$ cat src/rtl/dma_bus_arbiter.sv
// DMA bus arbiter for the 6809 system bus.
// Takes the bus from the cpu09 core with the HALT/BA/BS handshake, caps each DMA burst at
// MAX_BURST transfers and gives the CPU at least CPU_SLOT cycles between bursts. Halt
// requests the CPU never acknowledges are abandoned after GRANT_TIMEOUT cycles and flagged.
module dma_bus_arbiter #(
  parameter int unsigned ADDR_WIDTH    = 16,
  parameter int unsigned MAX_BURST     = 16,
  parameter int unsigned CPU_SLOT      = 4,
  parameter int unsigned GRANT_TIMEOUT = 255
) (
  input  logic                  clock,
  input  logic                  reset,
  input  logic [ADDR_WIDTH-1:0] cpu_addr,
  input  logic                  cpu_rw,
  input  logic [7:0]            cpu_dout,
  input  logic                  cpu_ba,
  input  logic                  cpu_bs,
  output logic                  cpu_halt,
  input  logic                  dma_req,
  input  logic [ADDR_WIDTH-1:0] dma_addr,
  input  logic                  dma_rw,
  input  logic [7:0]            dma_wdata,
  output logic                  dma_grant,
  output logic [ADDR_WIDTH-1:0] bus_addr,
  output logic                  bus_rw,
  output logic [7:0]            bus_wdata,
  output logic                  bus_owner,
  input  logic                  err_clear,
  output logic                  timeout_err
);

  typedef enum logic [2:0] {
    StIdle,
    StHaltReq,
    StGranted,
    StRelease,
    StCooldown
  } state_e;

  // Terminal counts as 8-bit compare values; CPU_SLOT == 0 never reaches the slot compare.
  localparam int unsigned SlotLastInt = (CPU_SLOT == 0) ? 0 : CPU_SLOT - 1;
  localparam logic [7:0]  BurstLast   = 8'(MAX_BURST);
  localparam logic [7:0]  WaitLast    = 8'(GRANT_TIMEOUT - 1);
  localparam logic [7:0]  SlotLast    = 8'(SlotLastInt);

  state_e     state_q, state_d;
  logic [7:0] wait_q, wait_d;
  logic [7:0] burst_q, burst_d;
  logic [7:0] slot_q, slot_d;
  logic       cpu_halt_q, cpu_halt_d;
  logic       timeout_err_q, timeout_err_d;
  logic       timeout_set;
  logic       granted;

  // Counters stick at all-ones instead of wrapping.
  function automatic logic [7:0] sat_inc(input logic [7:0] v);
    return (v == 8'hFF) ? v : v + 8'd1;
  endfunction

  // State, counters, halt and sticky error flag.
  always_ff @(posedge clock) begin
    if (reset) begin
      state_q       <= StIdle;
      wait_q        <= 8'd0;
      burst_q       <= 8'd0;
      slot_q        <= 8'd0;
      cpu_halt_q    <= 1'b0;
      timeout_err_q <= 1'b0;
    end else begin
      state_q       <= state_d;
      wait_q        <= wait_d;
      burst_q       <= burst_d;
      slot_q        <= slot_d;
      cpu_halt_q    <= cpu_halt_d;
      timeout_err_q <= timeout_err_d;
    end
  end

  // Next-state and counter updates.
  always_comb begin
    state_d     = state_q;
    wait_d      = wait_q;
    burst_d     = burst_q;
    slot_d      = slot_q;
    timeout_set = 1'b0;
    unique case (state_q)
      StIdle: begin
        if (dma_req) begin
          state_d = StHaltReq;
          wait_d  = 8'd0;
        end
      end
      StHaltReq: begin
        // dma_req is not looked at here; a dropped request is handled once granted.
        if (cpu_ba && cpu_bs) begin
          state_d = StGranted;
          burst_d = 8'd0;
        end else if (wait_q == WaitLast) begin
          timeout_set = 1'b1;
          state_d     = StRelease;
        end else begin
          wait_d = sat_inc(wait_q);
        end
      end
      StGranted: begin
        if (dma_req) begin
          burst_d = sat_inc(burst_q);
          if (sat_inc(burst_q) == BurstLast) begin
            state_d = StRelease;
          end
        end else begin
          state_d = StRelease;
        end
      end
      StRelease: begin
        // Halt is already low; wait for the CPU to take the bus back.
        if (!cpu_ba) begin
          if (CPU_SLOT == 0) begin
            state_d = StIdle;
          end else begin
            state_d = StCooldown;
            slot_d  = 8'd0;
          end
        end
      end
      StCooldown: begin
        // Requests are not latched here; the CPU keeps the bus for the whole slot.
        if (slot_q == SlotLast) begin
          state_d = StIdle;
        end else begin
          slot_d = sat_inc(slot_q);
        end
      end
      default: state_d = StIdle;
    endcase

    // A timeout in the same cycle as a clear leaves the flag set.
    if (timeout_set) begin
      timeout_err_d = 1'b1;
    end else if (err_clear) begin
      timeout_err_d = 1'b0;
    end else begin
      timeout_err_d = timeout_err_q;
    end
  end

  // Outputs: registered halt, grant from current state, combinational bus mux.
  always_comb begin
    cpu_halt_d = (state_d == StHaltReq) || (state_d == StGranted);
    granted    = (state_q == StGranted);
    if (granted) begin
      bus_addr  = dma_addr;
      bus_rw    = dma_rw;
      bus_wdata = dma_wdata;
    end else begin
      bus_addr  = cpu_addr;
      bus_rw    = cpu_rw;
      bus_wdata = cpu_dout;
    end
  end

  assign dma_grant   = granted;
  assign bus_owner   = granted;
  assign cpu_halt    = cpu_halt_q;
  assign timeout_err = timeout_err_q;

endmodule

$ cat config.mk
export PLATFORM = sky130hd
export DESIGN_NAME = dma_bus_arbiter
export DESIGN_NICKNAME = d
export VERILOG_FILES = /design/src/rtl/dma_bus_arbiter.sv
export SDC_FILE = /design/constraint.sdc
export NUM_CORES = 1
export LEC_CHECK = 0
export BUFFER_PORTS_ARGS = -buffer_cell sky130_fd_sc_hd__buf_2
export CORE_ASPECT_RATIO = 0.5
export CORE_MARGIN = 2
export CORE_UTILIZATION = 35
export CTS_BUF_LIST = sky130_fd_sc_hd__clkbuf_8
export CTS_CLUSTER_DIAMETER = 60
export DETAILED_ROUTE_END_ITERATION = 6
export SLEW_MARGIN = 10
export SYNTH_ARGS = -nofsm -noshare
export SYNTH_HDL_FRONTEND = slang
export SYNTH_SLANG_ARGS = --single-unit
$ cat constraint.sdc
create_clock -name clock -period 2.35 [get_ports clock]
set_clock_uncertainty 0.1 [all_clocks]
set_input_delay 0.1175 -clock clock [delete_from_list [all_inputs] [get_ports clock]]
set_output_delay 0.1175 -clock clock [all_outputs]
set_load 0.05 [all_outputs]
==> impl_metrics.ini, run 1 <==
[synth]
synth_top_cell_by_area = sky130_fd_sc_hd__dfxtp_1
postSynthRegisterBits = 29
synth.area.top_cells = sky130_fd_sc_hd__dfxtp_1 30%, sky130_fd_sc_hd__mux2_2 15%, sky130_fd_sc_hd__a21oi_1 6.7%
synth_seq_area_share = 0.297
synth.avg_cell_area_um2 = 8.35
synth_enable_flop_cells = 0
yosysTopAreaCellShare = 0.297
postSynth.asyncResetShare = 0
post_synth_inst_count = 234
synthesis.nets = 294
ys_dominant_reg_cell = sky130_fd_sc_hd__dfxtp_1
post_synth_num_cell_types = 45
yosys_warnings = 0
post_synth_instance_area_mm2 = 0.00195

[detailed_routing]
via_per_inst = 5.16
drt_first_iter_violations = 47
detail-route-antenna-nets = 0
dr_total_vias = 2014
dr.pass1.iters = 4
routedWlPerCell_um = 12.0
totalWireLength_um = 4700
drt_drc_violations_left = 0

[finish]
antenna_cells_inserted = 0
layout.cells.most_common = sky130_fd_sc_hd__buf_2
final-seq-area_um2 = 582
final_cells = 390
layout.core_utilization = 0.464
net_count_of_the_finished_layout = 377
synthToLayoutAreaGrowth_pct = 29.5
multi_input_area_mm2 = 0.00126
drive_above_1_share = 0.426
nFillCells = 518
layout.cells.most_common_list = 84 x sky130_fd_sc_hd__buf_2, 28 x sky130_fd_sc_hd__dfxtp_1, 26 x sky130_fd_sc_hd__mux2_2, 26 x sky130_fd_sc_hd__a21oi_1

[power_and_ir_drop]
power.net_switching_uw = 431
seq_power_share = 0.400
p_per_cell_area_mw_per_mm2 = 511
clockPowerShare = 0.310
internal_power_uw = 862
ir_worst_vdd_uv = 224
leakagePower_uw = 0.00101
combPwrFrac = 0.290
p_sw_frac = 0.333

[die]
start_util = 0.359
die_y_um = 56.8
num_io_pins = 85
core_area_mm2 = 0.00544
die_x_um = 110
dieArea_mm2 = 0.00623
rows = 19

[clocking]
cts.repair_timing.setup_buffer_count = 0
clock_tree.buffer_depth = 2
clk_transition_reported_paths_ps = 60
hold_buffers = 0
numCtsBuffers = 5
cts.repair.resized = 0
total_number_of_clock_tree_sinks = 29
cts_root_buf = sky130_fd_sc_hd__clkbuf_8
worst_skew_pair.late_latency_ps = 280
cts.htree.levels = 2
tritoncts = done

[timing]
fin_tns_setup_ps = 0
period_needed_ps = 2110
finalHoldViolations = 0
final-setup-viol-count = 0
rsz0062_at_grt = false
transition_time_of_the_tightest_slew_check_pin_ps = 427
post-route-period-util = 0.896
slew_headroom = 0.715
setup_ws_ps = 244
timing.final.max_slew_violations = 0
maxClockFrequency_ghz = 0.475

[run_status]
run_status = finished, final reports clean

[worst_hold_path]
hold_path_class = input port to flip-flop

[global_routing]
grt_max_degree = 22
antenna_found_initial = 0
grt-ovfl-total = 0
grt_pass1_vias = 1903
grt_first_pass_wirelength_um = 8020
grt_use_total = 0.161

[run]
max_cap_violations = 0

[placed_design]
place_worst_setup_slack_ps = 261
place_congestion = 0.829
dpl.hpwl_um = 3670
port_buffers = 84
count_of_placed_standard_cells_including_taps = 383

[setup_path]
worstPathArrival_ps = 1890
critical_path.startpoint_type = flip-flop
critical_path_class = flip-flop to primary output
crit_fanout = 21
cp.required_ps = 2130
worst_reg2reg_setup_slack_ps = 250
setup.worst_path.end_class = primary output
-- cell usage after synthesis, types with 5 or more instances --
cell and instances:
sky130_fd_sc_hd__nand4_1 5, sky130_fd_sc_hd__dfxtp_1 29, sky130_fd_sc_hd__o31ai_1 5, sky130_fd_sc_hd__and3_1 7, sky130_fd_sc_hd__o21ai_0 12, sky130_fd_sc_hd__clkbuf_1 6
sky130_fd_sc_hd__or3_1 13, sky130_fd_sc_hd__a21oi_1 26, sky130_fd_sc_hd__inv_1 9, sky130_fd_sc_hd__nor2_1 11, sky130_fd_sc_hd__nand2_1 15, sky130_fd_sc_hd__buf_2 6
sky130_fd_sc_hd__nand3_1 15, sky130_fd_sc_hd__mux2_2 26
-- cell families after synthesis --
logic type,synth area share
AO/OA/AOI/OAI,0.179
XOR/XNOR,0.00449
adder cells (fa/ha/maj),0.0256
buffers and inverters,0.0596
flip-flops,0.297
multiplexers,0.161
AND/OR/NAND/NOR,0.273
-- worst max-delay path, cell delays in order (launching register included) --
cell                      delay (ps)
sky130_fd_sc_hd__dfxtp_2         440
sky130_fd_sc_hd__nor3b_4         270
sky130_fd_sc_hd__buf_4           300
sky130_fd_sc_hd__mux2_2          380
sky130_fd_sc_hd__buf_2           210
-- flip-flops by register name, indices dropped and copies added, names as in the netlist --
signal       cells
burst_q          8
slot_q           8
wait_q           8
cpu_halt         1
state_q          3
timeout_err      1
-- path summary, 6_finish.rpt --
check | cells after the start | from | endpoint
hold reg to reg | 2 | slot_q[1] | slot_q[1]
setup / recovery | 4 | state_q[1] | bus_addr[8]
hold / removal | 4 | err_clear | timeout_err
setup reg to reg | 6 | state_q[2] | slot_q[7]
-- metal layers --
metal,part of all wire,track usage,up-vias
li1,-,-,1030
met3,0.063,0.0383,4
met4,0.010,0.0542,0
met5,0,0,-
met1,0.45,0.198,919
met2,0.47,0.274,61
-- layout make-up --
class                           instances  area share
Clock inverter                          1     0.00148
Clock buffer                            6      0.0327
Inverter                                9      0.0134
Timing Repair Buffer                   91       0.187
Sequential cell                        29       0.230
Multi-Input combinational cell        181       0.499
Tap cell                               73      0.0361
-- stage by stage --
| step | area, um2 | total power [uW] | hold slack (ps) |
|---|---|---|---|
| after floorplan | 1950 | 804 | 200 |
| after global placement | 2440 | 901 | 314 |
| after detailed placement | 2440 | 904 | 322 |
| after CTS | 2530 | 1310 | 29.3 |
| after global routing | 2530 | 1370 | 53.1 |
| final | 2530 | 1290 | 36.8 |
-- power groups by stage --
stage / sequential [uW] / clock (uW) / combinational [uW]
CTS: 516 / 418 / 379
floorplan: 527 / 0 / 277
global route: 519 / 447 / 400
detailed placement: 527 / 0 / 377
global placement: 527 / 0 / 374
finish: 517 / 401 / 375
Note: power is estimated with default switching activity, not from simulation.
==> run 2: changes to the inputs <==
--- a/config.mk
+++ b/config.mk
@@ -6,12 +6,15 @@
 export NUM_CORES = 1
 export LEC_CHECK = 0
 export BUFFER_PORTS_ARGS = -buffer_cell sky130_fd_sc_hd__buf_2
+export CELL_PAD_IN_SITES_DETAIL_PLACEMENT = 0
+export CELL_PAD_IN_SITES_GLOBAL_PLACEMENT = 2
 export CORE_ASPECT_RATIO = 0.5
 export CORE_MARGIN = 2
-export CORE_UTILIZATION = 35
+export CORE_UTILIZATION = 27
 export CTS_BUF_LIST = sky130_fd_sc_hd__clkbuf_8
 export CTS_CLUSTER_DIAMETER = 60
 export DETAILED_ROUTE_END_ITERATION = 6
+export PLACE_DENSITY_LB_ADDON = 0.1
 export SLEW_MARGIN = 10
 export SYNTH_ARGS = -nofsm -noshare
 export SYNTH_HDL_FRONTEND = slang
==> impl_metrics.ini, run 2 (synthesis results as in run 1) <==
[power_and_ir_drop]
ir_worst_vdd_uv = 172
internal_power_uw = 865
leakagePower_uw = 0.00102
power.net_switching_uw = 441
p_per_cell_area_mw_per_mm2 = 508
combPwrFrac = 0.291
clockPowerShare = 0.313
seq_power_share = 0.396
p_sw_frac = 0.338

[die]
rows = 21
core_area_mm2 = 0.00683
num_io_pins = 85
dieArea_mm2 = 0.00797
start_util = 0.286
die_y_um = 64.1
die_x_um = 124

[clocking]
worst_skew_pair.late_latency_ps = 270
clk_transition_reported_paths_ps = 60
tritoncts = done
clock_tree.buffer_depth = 2
numCtsBuffers = 5
total_number_of_clock_tree_sinks = 29
cts_root_buf = sky130_fd_sc_hd__clkbuf_8
cts.htree.levels = 2
hold_buffers = 0

[detailed_routing]
detail-route-antenna-nets = 0
dr.pass1.iters = 5
routedWlPerCell_um = 12.5
drt_drc_violations_left = 0
via_per_inst = 4.96
totalWireLength_um = 5130
drt_first_iter_violations = 79
dr_total_vias = 2032

[global_routing]
antenna_found_initial = 0
grt_use_total = 0.129
grt_first_pass_wirelength_um = 8380
grt_pass1_vias = 1864
grt-ovfl-total = 0
grt_max_degree = 24

[placed_design]
dpl.hpwl_um = 3990
place_worst_setup_slack_ps = 303
placed_area_mm2 = 0.00248
port_buffers = 84
place_congestion = 0.757

[finish]
layout.core_utilization = 0.377
nFillCells = 713
synthToLayoutAreaGrowth_pct = 31.7
layout.cells.most_common = sky130_fd_sc_hd__buf_2
drive_above_1_share = 0.428
net_count_of_the_finished_layout = 378
largestRegisters = burst_q: 8 flops, slot_q: 8 flops, wait_q: 8 flops
layout.cells.most_common_list = 84 x sky130_fd_sc_hd__buf_2, 28 x sky130_fd_sc_hd__dfxtp_1, 26 x sky130_fd_sc_hd__mux2_2, 26 x sky130_fd_sc_hd__a21oi_1
post-route-cell-area_mm2 = 0.00257
antenna_cells_inserted = 0

[timing]
setup_ws_ps = 184
rsz0062_at_grt = false
slew_headroom = 0.716
post-route-period-util = 0.922
final-setup-viol-count = 0
transition_time_of_the_tightest_slew_check_pin_ps = 425
period_needed_ps = 2170
fin_tns_setup_ps = 0
finalHoldViolations = 0
timing.final.max_slew_violations = 0
maxClockFrequency_ghz = 0.462

[setup_path]
critical_path.reg2reg.endpoint = slot_q[7]
regToRegStartpoint = state_q[0]
worstPathArrival_ps = 1950
worst_reg2reg_setup_slack_ps = 280
setup.worst_path.end_class = primary output
cp.required_ps = 2130
worstSetupEndpoint = bus_addr[2]
critical_path.startpoint_type = flip-flop
crit_start = state_q[2]
crit_fanout = 10
critical_path_class = flip-flop to primary output
worstRegToRegCells = 6

[run_status]
run_status = finished, final reports clean

[worst_hold_path]
hold_path_class = input port to flip-flop

[run]
max_cap_violations = 0
-- run 2: cell count changes in the layout (fill, tap and decap cells not counted) --
cell and delta:
sky130_fd_sc_hd__buf_12 +1
-- run 2: power groups by stage --
| stage | clock [uW] | sequential (uW) | combinational (uW) |
|---|---|---|---|
| floorplan | 0 | 527 | 277 |
| global placement | 0 | 528 | 383 |
| detailed placement | 0 | 528 | 383 |
| CTS | 427 | 517 | 384 |
| global route | 455 | 519 | 407 |
| finish | 408 | 518 | 381 |
-- run 2: timing repair --
item	in CTS	in global routing
endpoints found under the setup margin	0	25
buffers inserted	0	0
resized for setup	0	1
hold endpoints to repair	0	0
-- run 2: per-layer routing --
| metal | GRT usage | vias up | wire length [um] |
|---|---|---|---|
| met5 | 0 | - | 0 |
| met4 | 0.0534 | 0 | 86 |
| met3 | 0.0486 | 6 | 384 |
| met2 | 0.206 | 69 | 2310 |
| met1 | 0.157 | 922 | 2350 |
| li1 | - | 1035 | - |
-- run 2: metrics by stage --
step | std cells | total power, uW | hold WS, ps
floorplan | 234 | 804 | 200
global route | 410 | 1380 | 52.0
global placement | 403 | 911 | 313
CTS | 410 | 1330 | 30.0
detailed placement | 403 | 911 | 321
finish | 410 | 1310 | 35.0
-- run 2: worst max-delay path: stages (launching register included) --
cell and delay, ps:
sky130_fd_sc_hd__dfxtp_1 330, sky130_fd_sc_hd__buf_4 170, sky130_fd_sc_hd__nor3b_4 360, sky130_fd_sc_hd__buf_4 250
sky130_fd_sc_hd__mux2_2 350, sky130_fd_sc_hd__buf_2 210
-- run 2: area by class of cell --
type | count | area, um2 | area share
clock inverters | 1 | 3.75 | 0.00146
multi-input cells | 181 | 1260 | 0.491
flip-flops and latches | 29 | 582 | 0.226
well taps | 92 | 115 | 0.0447
clock buffers | 6 | 82.6 | 0.0321
inverters | 9 | 33.8 | 0.0131
repair buffers | 92 | 493 | 0.192
-- run 2: worst min path at each step --
| stage | startpoint | end | cells past startpoint |
|---|---|---|---|
| floorplan | err_clear | timeout_err | 3 |
| global placement | err_clear | timeout_err | 4 |
| detailed placement | err_clear | timeout_err | 4 |
| CTS | err_clear | timeout_err | 4 |
| global route | err_clear | timeout_err | 4 |
| finish | err_clear | timeout_err | 4 |
==> run 3: changes to the inputs <==
--- a/config.mk
+++ b/config.mk
@@ -14,7 +14,8 @@
 export CTS_BUF_LIST = sky130_fd_sc_hd__clkbuf_8
 export CTS_CLUSTER_DIAMETER = 60
 export DETAILED_ROUTE_END_ITERATION = 6
-export PLACE_DENSITY_LB_ADDON = 0.1
+export HOLD_SLACK_MARGIN = 0.08
+export PLACE_DENSITY_LB_ADDON = 0.2
 export SLEW_MARGIN = 10
 export SYNTH_ARGS = -nofsm -noshare
 export SYNTH_HDL_FRONTEND = slang
==> impl_metrics.ini, run 3 (synthesis results as in run 1) <==
[setup_path]
path_cells = buf_4 > nor3b_4 > buf_4 > buf_6 > mux2_2 > buf_2
critical_path.slowest_cell = sky130_fd_sc_hd__dfxtp_1
most_used_cell_along_the_critical_path = sky130_fd_sc_hd__buf_4
critical_path.startpoint_type = flip-flop
worstPathArrival_ps = 1960
cp.required_ps = 2130
setup.worst_path.end_class = primary output
cpLargestDelayFamily = buffers and inverters
critical_path_class = flip-flop to primary output
slowest_delay_ps = 410
crit_fanout = 14
worst_path_buf_inv = 4

[power_and_ir_drop]
clockPowerShare = 0.374
ir_worst_vdd_uv = 188
p_per_cell_area_mw_per_mm2 = 550
p_sw_frac = 0.320
power.net_switching_uw = 463
leakagePower_uw = 0.00105
seq_power_share = 0.356
fin_total_pwr_uw = 1450
combPwrFrac = 0.270
internal_power_uw = 984

[timing]
maxClockFrequency_ghz = 0.459
slew_headroom = 0.758
period_needed_ps = 2180
finalHoldViolations = 0
transition_time_of_the_tightest_slew_check_pin_ps = 358
post-route-period-util = 0.927
timing.final.max_slew_violations = 0
hold_ws_ps = 126
fin_tns_setup_ps = 0
final-setup-viol-count = 0
rsz0062_at_grt = false

[die]
core_area_mm2 = 0.00683
rows = 21
die_y_um = 64.1
die_x_um = 124
num_io_pins = 85
start_util = 0.286
dieArea_mm2 = 0.00797

[finish]
largestRegisters = burst_q: 8 flops, slot_q: 8 flops, wait_q: 8 flops
layout.core_utilization = 0.385
layout.cells.most_common_list = 84 x sky130_fd_sc_hd__buf_2, 28 x sky130_fd_sc_hd__dfxtp_1, 26 x sky130_fd_sc_hd__mux2_2, 26 x sky130_fd_sc_hd__a21oi_1
antenna_cells_inserted = 0
net_count_of_the_finished_layout = 382
post-route-cell-area_mm2 = 0.00263
drive_above_1_share = 0.433
nFillCells = 713
synthToLayoutAreaGrowth_pct = 34.7
layout.cells.most_common = sky130_fd_sc_hd__buf_2

[global_routing]
grt_pass1_vias = 1868
grt-ovfl-total = 0
grt_use_total = 0.136
antenna_found_initial = 0
top_usage_layer = met2
grt_util_met1 = 0.166
grt_use_met3 = 0.0486
grt_max_degree = 19
gr-usage-met2 = 0.223
grt_first_pass_wirelength_um = 8690

[clocking]
clk_transition_reported_paths_ps = 60
worst_skew_pair.late_latency_ps = 280
clock_tree.buffer_depth = 2
numCtsBuffers = 5
cts.htree.levels = 2
cts_root_buf = sky130_fd_sc_hd__clkbuf_8
total_number_of_clock_tree_sinks = 29
tritoncts = done

[detailed_routing]
dr.pass1.iters = 5
detail-route-antenna-nets = 0
totalWireLength_um = 5530
dr_total_vias = 2034
drt_drc_violations_left = 0
routedWlPerCell_um = 13.3
drt_first_iter_violations = 94
via_per_inst = 4.90

[placed_design]
port_buffers = 84
dpl.hpwl_um = 4200
placed_area_mm2 = 0.00248
place_congestion = 0.854

[run]
max_cap_violations = 0

[worst_hold_path]
hold_path_class = input port to flip-flop

[run_status]
run_status = finished, final reports clean
==> run 3: path summary, 6_finish.rpt <==
check,from,end,slack [ps],depth (start not counted)
max reg2reg,burst_q[0],cpu_halt,290,6
max,state_q[0],bus_addr[10],170,6
min,cpu_bs,timeout_err,130,4
min reg2reg,slot_q[1],slot_q[1],370,2
==> run 3: area by class of cell <==
| class | instances | area [um2] | share of cell area |
|---|---|---|---|
| clock buffer | 6 | 82.6 | 0.0314 |
| clock inverter | 2 | 33.8 | 0.0128 |
| inverter | 9 | 33.8 | 0.0128 |
| multi-input combinational | 181 | 1260 | 0.480 |
| sequential | 29 | 582 | 0.221 |
| tap | 92 | 115 | 0.0438 |
| timing repair buffer | 96 | 520 | 0.198 |
==> run 3: power groups by stage <==
stage / Combinational (uW) / Sequential (uW) / Clock (uW)
2_1_floorplan: 277 / 527 / 0
3_3_place_gp: 385 / 527 / 0
3_5_place_dp: 385 / 527 / 0
4_1_cts: 390 / 516 / 558
5_1_grt: 416 / 518 / 581
6_report: 390 / 516 / 541
==> run 3: stage by stage <==
stage	worst slack, ps	std cells
2_1_floorplan	386	234
3_3_place_gp	267	404
3_5_place_dp	222	404
4_1_cts	45.0	414
5_1_grt	47.2	415
6_report	172	415
==> run 3: routing by layer <==
layer	vias to the layer above	share of wire	routed length (um)
li1	1048	-	-
met1	914	0.46	2530
met2	67	0.46	2570
met3	5	0.066	367
met4	0	0.011	62
met5	-	0	0
==> run 3: worst reg2reg max path, stage by stage, from the launching register on <==
cell and delay, ps:
sky130_fd_sc_hd__dfxtp_1 380, sky130_fd_sc_hd__ha_1 320, sky130_fd_sc_hd__nand4_1 180, sky130_fd_sc_hd__nor4bb_1 180, sky130_fd_sc_hd__and3_1 190, sky130_fd_sc_hd__a41oi_1 260, sky130_fd_sc_hd__mux2_1 350
==> run 3: repair_timing <==
action,CTS,global route
hold endpoints to repair,1,0
endpoints found under the setup margin,25,25
resized for setup,1,2
setup buffers,1,1
hold buffers,1,0
cloned,0,0
pin swaps,0,1
